[config.mk]
export PLATFORM = sky130hd
export DESIGN_NAME = pc_sequencer
export DESIGN_NICKNAME = d
export VERILOG_FILES = /design/src/rtl/pc_sequencer.sv
export SDC_FILE = /design/constraint.sdc
export NUM_CORES = 1
export LEC_CHECK = 0
export CAP_MARGIN = 5
export CORE_ASPECT_RATIO = 0.5
export CORE_MARGIN = 2
export CORE_UTILIZATION = 41
export CTS_CLUSTER_SIZE = 10
export DETAILED_ROUTE_END_ITERATION = 8
export PLACE_DENSITY = 0.63
export SYNTH_ARGS = -nofsm -noshare
export SYNTH_HDL_FRONTEND = slang
export SYNTH_SLANG_ARGS = --single-unit
[constraint.sdc]
create_clock -name Clock -period 7.3 [get_ports Clock]
set_input_delay 1.095 -clock Clock [delete_from_list [all_inputs] [get_ports Clock]]
set_output_delay 1.095 -clock Clock [all_outputs]
set_load 0.05 [all_outputs]
[src/rtl/pc_sequencer.sv]
// Control-flow sequencer: converts decoded jump/call/return/branch/interrupt
// requests into per-cycle PC load/offset commands, with a return-address stack.
module pc_sequencer #(
  parameter int unsigned RAS_DEPTH  = 8,
  parameter logic [15:0] IRQ_VECTOR = 16'h0010
) (
  input  logic        Clock,
  input  logic        Reset,
  input  logic [15:0] CounterValue,
  input  logic        Stall,
  input  logic        BranchReq,
  input  logic [2:0]  BranchCond,
  input  logic [8:0]  BranchOffset,
  input  logic        JumpReq,
  input  logic [15:0] JumpTarget,
  input  logic        CallReq,
  input  logic        RetReq,
  input  logic        RetiReq,
  input  logic        Zero,
  input  logic        Negative,
  input  logic        Carry,
  input  logic        IrqReq,
  output logic [15:0] LoadValue,
  output logic        LoadEnable,
  output logic [8:0]  Offset,
  output logic        OffsetEnable,
  output logic        Flush,
  output logic        IrqAck,
  output logic        InIrq,
  output logic        StackOverflow,
  output logic        StackUnderflow
);

  localparam int unsigned SPW = $clog2(RAS_DEPTH + 1);
  localparam int unsigned IW  = $clog2(RAS_DEPTH);

  typedef enum logic {RUN, FLUSH} state_t;

  state_t         state, state_next;
  logic [15:0]    stack [RAS_DEPTH];
  logic [SPW-1:0] sp, top_idx;
  logic           full, empty, cond_ok, taken;
  logic           push, pop, set_inirq, clr_inirq, set_ovf, set_unf;
  logic [15:0]    push_data;
  logic           in_irq, ovf, unf;

  assign full    = (sp == SPW'(RAS_DEPTH));
  assign empty   = (sp == '0);
  assign top_idx = sp - SPW'(1);

  assign InIrq          = in_irq;
  assign StackOverflow  = ovf;
  assign StackUnderflow = unf;

  always_comb begin
    unique case (BranchCond)
      3'd0:    cond_ok = 1'b1;
      3'd1:    cond_ok = Zero;
      3'd2:    cond_ok = !Zero;
      3'd3:    cond_ok = Negative;
      3'd4:    cond_ok = !Negative;
      3'd5:    cond_ok = Carry;
      3'd6:    cond_ok = !Carry;
      default: cond_ok = 1'b0;
    endcase
  end

  always_ff @(posedge Clock) begin
    if (Reset) state <= RUN;
    else       state <= state_next;
  end

  always_comb begin
    state_next = taken ? FLUSH : RUN;
  end

  // Commands and stack/flag side effects share one priority chain so a
  // blocked call/return never falls through to a lower-priority request.
  always_comb begin
    LoadValue    = '0;
    LoadEnable   = 1'b0;
    Offset       = '0;
    OffsetEnable = 1'b0;
    Flush        = 1'b0;
    IrqAck       = 1'b0;
    push         = 1'b0;
    pop          = 1'b0;
    push_data    = '0;
    taken        = 1'b0;
    set_inirq    = 1'b0;
    clr_inirq    = 1'b0;
    set_ovf      = 1'b0;
    set_unf      = 1'b0;
    if (!Reset) begin
      if (state == FLUSH) begin
        Flush        = 1'b1;
        OffsetEnable = 1'b1;
      end else if (Stall) begin
        OffsetEnable = 1'b1;
      end else if (JumpReq) begin
        LoadValue  = JumpTarget;
        LoadEnable = 1'b1;
        taken      = 1'b1;
      end else if (CallReq) begin
        if (!full) begin
          push       = 1'b1;
          push_data  = CounterValue + 16'd1;
          LoadValue  = JumpTarget;
          LoadEnable = 1'b1;
          taken      = 1'b1;
        end else begin
          set_ovf = 1'b1;
        end
      end else if (RetReq || RetiReq) begin
        if (!empty) begin
          pop        = 1'b1;
          LoadValue  = stack[top_idx[IW-1:0]];
          LoadEnable = 1'b1;
          taken      = 1'b1;
          clr_inirq  = !RetReq;
        end else begin
          set_unf = 1'b1;
        end
      end else if (BranchReq) begin
        if (cond_ok) begin
          OffsetEnable = 1'b1;
          Offset       = BranchOffset;
          taken        = 1'b1;
        end
      end else if (IrqReq && !in_irq && !full) begin
        push       = 1'b1;
        push_data  = CounterValue;
        LoadValue  = IRQ_VECTOR;
        LoadEnable = 1'b1;
        IrqAck     = 1'b1;
        set_inirq  = 1'b1;
        taken      = 1'b1;
      end
    end
  end

  always_ff @(posedge Clock) begin
    if (Reset) begin
      sp     <= '0;
      in_irq <= 1'b0;
      ovf    <= 1'b0;
      unf    <= 1'b0;
    end else begin
      if (push)     sp <= sp + SPW'(1);
      else if (pop) sp <= sp - SPW'(1);
      if (set_inirq)      in_irq <= 1'b1;
      else if (clr_inirq) in_irq <= 1'b0;
      if (set_ovf) ovf <= 1'b1;
      if (set_unf) unf <= 1'b1;
    end
  end

  always_ff @(posedge Clock) begin
    if (push) stack[sp[IW-1:0]] <= push_data;
  end

endmodule

==> metrics.md <==
| Metric | Value |
|---|---|
| Status | finished clean |
| Met1 WL | 7090 um |
| Post-detail-place hpwl | 10100 um |
| EDFF count, synth | approximately 130 |
| Worst Hold Depth | 2 |
| Crit path max-delay family | buffers and inverters |
| #FFs+latches synth | around 140 |
| Post-CTS Setup Repair Bufs | 0 |
| # hold bufs at CTS | 0 |
| Cells after Synth | around 410 |
| Reg clk slew, reported paths | about 0.06 ns |
| Max Fclk | 0.181 GHz |
| Top routing layer used | met4 |
| Post-CTS resize count | 0 |
| Slew headroom | about 28% |
| Drt via density | 5.59 |
| Buffers on Ports | 87 |
| Adder-Cell Fraction of Synth Area | 0.801% |
| FFs w/ async S/R, synth | 0% |
| Max Cap Viol | 0 |
| Post-Place Worst Slack | about 2 ns |
| Initial Utilization | about 43% |
| CP Cell Sequence | buf_4, inv_1, ha_2, mux4_1, mux2_2, a222oi_1, nor2_1, clkdlybuf4s50_1 |
| RSZ-0062 raised after global routing | no |
| Total GRT Usage | 20.4% |
| First-pass GRT wire length | about 24000 um |
| Setup TNS Final | 0 ns |
| Syn Area/Cell | 15.4 um^2 |
| Area delta synth->final | 27.5% |
| Post-synth top flop | edfxtp_1 |
| P per Cell Area | roughly 230 nW/um^2 |
| Largest net degree at the start of global routing | 38 |
| Worst setup margin | ~1.8 ns |
| TritonCTS clock tree | yes |
| Vias | between 4000 and 5000 |
| Synth area leader | edfxtp_1 |
| Sink Count | roughly 140 |
| Initial antenna violation count | 0 |
| Post-synthesis xor/xnor area fraction | 0.541% |
| Yosys top cell area share | about 60% |
| Vias in the first global route | 4013 |
| Crit path launch type | flip-flop |
| Share of layout cells above drive strength 1 | 20.3% |
| Final Setup Violations | 0 |
| Synth Area in Compound Gates | under 10% |
| Final Non-Filler Cells | between 700 and 800 |
| Slew @ Worst Pin | ~1.1 ns |
| Final WL | around 16000 um |
| Final min period | approximately 5.5 ns |
| Met2 WL | roughly 7300 um |
| Clk buf depth | 2 |
| Number of distinct library cells after synthesis | 55 |
| Final clock skew | between 0.01 and 0.015 ns |
| Post-Syn Area | approximately 6200 um^2 |
| Number of remaining DRC errors | 0 |
| Crit path largest cell delay | 0.98 ns |
| Die width | 179 um |
| Io pins | about 90 |
| Synth warnings | 0 |
| Mapped Nets | roughly 470 |
| Slowest stage cell, crit path | ha_2 |
| Core Util, Final | about 54% |
| Die H | a little over 90 um |
| Sequential area share after synthesis | between 60% and 70% |
| Congestion Overflow GR | 0 |
| Final hold viol count | 0 |
| Final cycle utilization of the critical path | 75.6% |
| Worst-case reg-to-reg path depth | 8 |
| Lkg Pwr | 2.76 nW |
| CP bufs+invs | 3 |
| Rows | 31 |
| Top cells by area, synth | edfxtp_1 (62%), mux4_2 (9.7%), mux2_2 (3.1%) |
| Max Transition Viols Final | 0 |
| Crit path DAT | 4.42 ns |
| Peak VDD IR | between 150 and 200 uV |
| Combinational family with the most area after synthesis | multiplexers |
| Pre-antenna DRT Iters | 5 |
| ANT cells | 0 |
| Htree depth | 4 |
| Placed Instances | ~700 |
| Root buf cell | clkbuf_16 |
| Routed Antenna Nets | 0 |
| Total Nets Final | about 570 |
| CP Class | flip-flop to output pin |
| DRT iter0 DRCs | 408 |
| Hold Crit Class | flip-flop to flip-flop |
| TritonCTS buffer count | 17 |
| Area of the core | between 10000 and 15000 um^2 |
| DIE AREA | ~16000 um^2 |
| Post-Synth Simple-Gate Area | under 10% |
| Met3 Wirelength | roughly 1200 um |
| Stages on worst setup path | 8 |
| Required @ worst endpoint | between 6 and 7 ns |
| Fillers | 1202 |
| CP endpoint kind | output pin |
| Skew-Pair Late Insertion Delay | about 0.42 ns |
| GP Congestion | between 0.8 and 0.9 |
| Post-synthesis mux area share | roughly 15% |
| WL per Instance | approximately 22 um |
| Max Fanout on Critical Path | 37 |
-- worst paths after layout --
| kind | slack [ns] | to | startpoint |
|---|---|---|---|
| setup reg to reg | 3.76 | stack[3][2] | sp[0] |
| setup / recovery | 1.78 | LoadValue[4] | sp[0] |
| hold reg to reg | 0.48 | StackOverflow | StackOverflow |
| hold / removal | 0.48 | StackOverflow | StackOverflow |
-- state kept, by name (all words and copies together), names as in the netlist --
signal,cells
InIrq,1
stack,128
sp,4
StackOverflow,1
state,1
StackUnderflow,1
-- layer usage --
| layer | vias up | global-route usage, % |
|---|---|---|
| met5 | - | 0 |
| met4 | 0 | 6.57 |
| met3 | 16 | 4.15 |
| met2 | 152 | 31.3 |
| met1 | 2003 | 29.2 |
| li1 | 1832 | - |
-- kinds of logic (layout without fill, tap and decap cells) --
group,after synthesis,count (layout)
AOI/OAI and AO/OA,69,69
xor gates and xnor gates,3,3
adders and majority gates,4,4
buffers and inverters,28,141
DFF,136,136
muxes,51,51
and+or+nand+nor,114,114
-- cell type report --
type	instances	area [um^2]	share of cell area [%]
sequential	136	4010	50.3
clock buffer	18	429	5.39
clock inverter	14	149	1.87
timing repair buffer	98	953	12.0
multi-input combinational	241	2140	26.8
inverter	11	41.3	0.518
tap	198	248	3.11
-- synth_stat cells, drive strengths merged, types with 2 or more instances --
cell and number:
a211oi 2, a21oi 16, a22oi 16, a31oi 7
and2 9, and3 4, and4 2, buf 11
clkbuf 6, dfxtp 8, edfxtp 128, ha 4
inv 11, mux2 17, mux4 33, nand2 12
nand3 9, nand3b 2, nand4 4, nor2 44
nor2b 2, nor3 13, nor3b 3, nor4 3
o21ai 16, or2 2, or3 3, xor2 2
-- metrics by stage --
stage                     area (um^2)  power, W  hold slack (ns)
after floorplan                  6250  0.000963            0.564
after global placement           7390   0.00103            0.456
after detailed placement         7390   0.00103            0.469
after CTS                        7960   0.00187            0.482
after global routing             7960   0.00191            0.515
final                            7960   0.00186            0.476
-- tightest hold or removal path, cell delays in order (launching register included) --
cell	delay, ns
dfxtp_1	0.33
a31oi_1	0.04
nor2_1	0.07
-- layout by cell type (no fill, tap or decap), drive strengths merged, types with 8 or more instances in the layout --
| cell | count |
|---|---|
| edfxtp | 128 |
| clkdlybuf4s50 | 87 |
| nor2 | 44 |
| mux4 | 33 |
| clkbuf | 18 |
| mux2 | 17 |
| a22oi | 16 |
| a21oi | 16 |
| o21ai | 16 |
| inv | 14 |
| nor3 | 13 |
| nand2 | 12 |
| buf | 11 |
| nand3 | 9 |
| and2 | 9 |
| dfxtp | 8 |
| clkinv | 8 |
-- report_power, final --
part           total [W]  switching (W)  internal [W]
combinational   0.000164      0.0000906     0.0000738
clock           0.000839       0.000334      0.000505
sequential      0.000853     0.00000362      0.000850
Power figures use the tool's default switching activity.
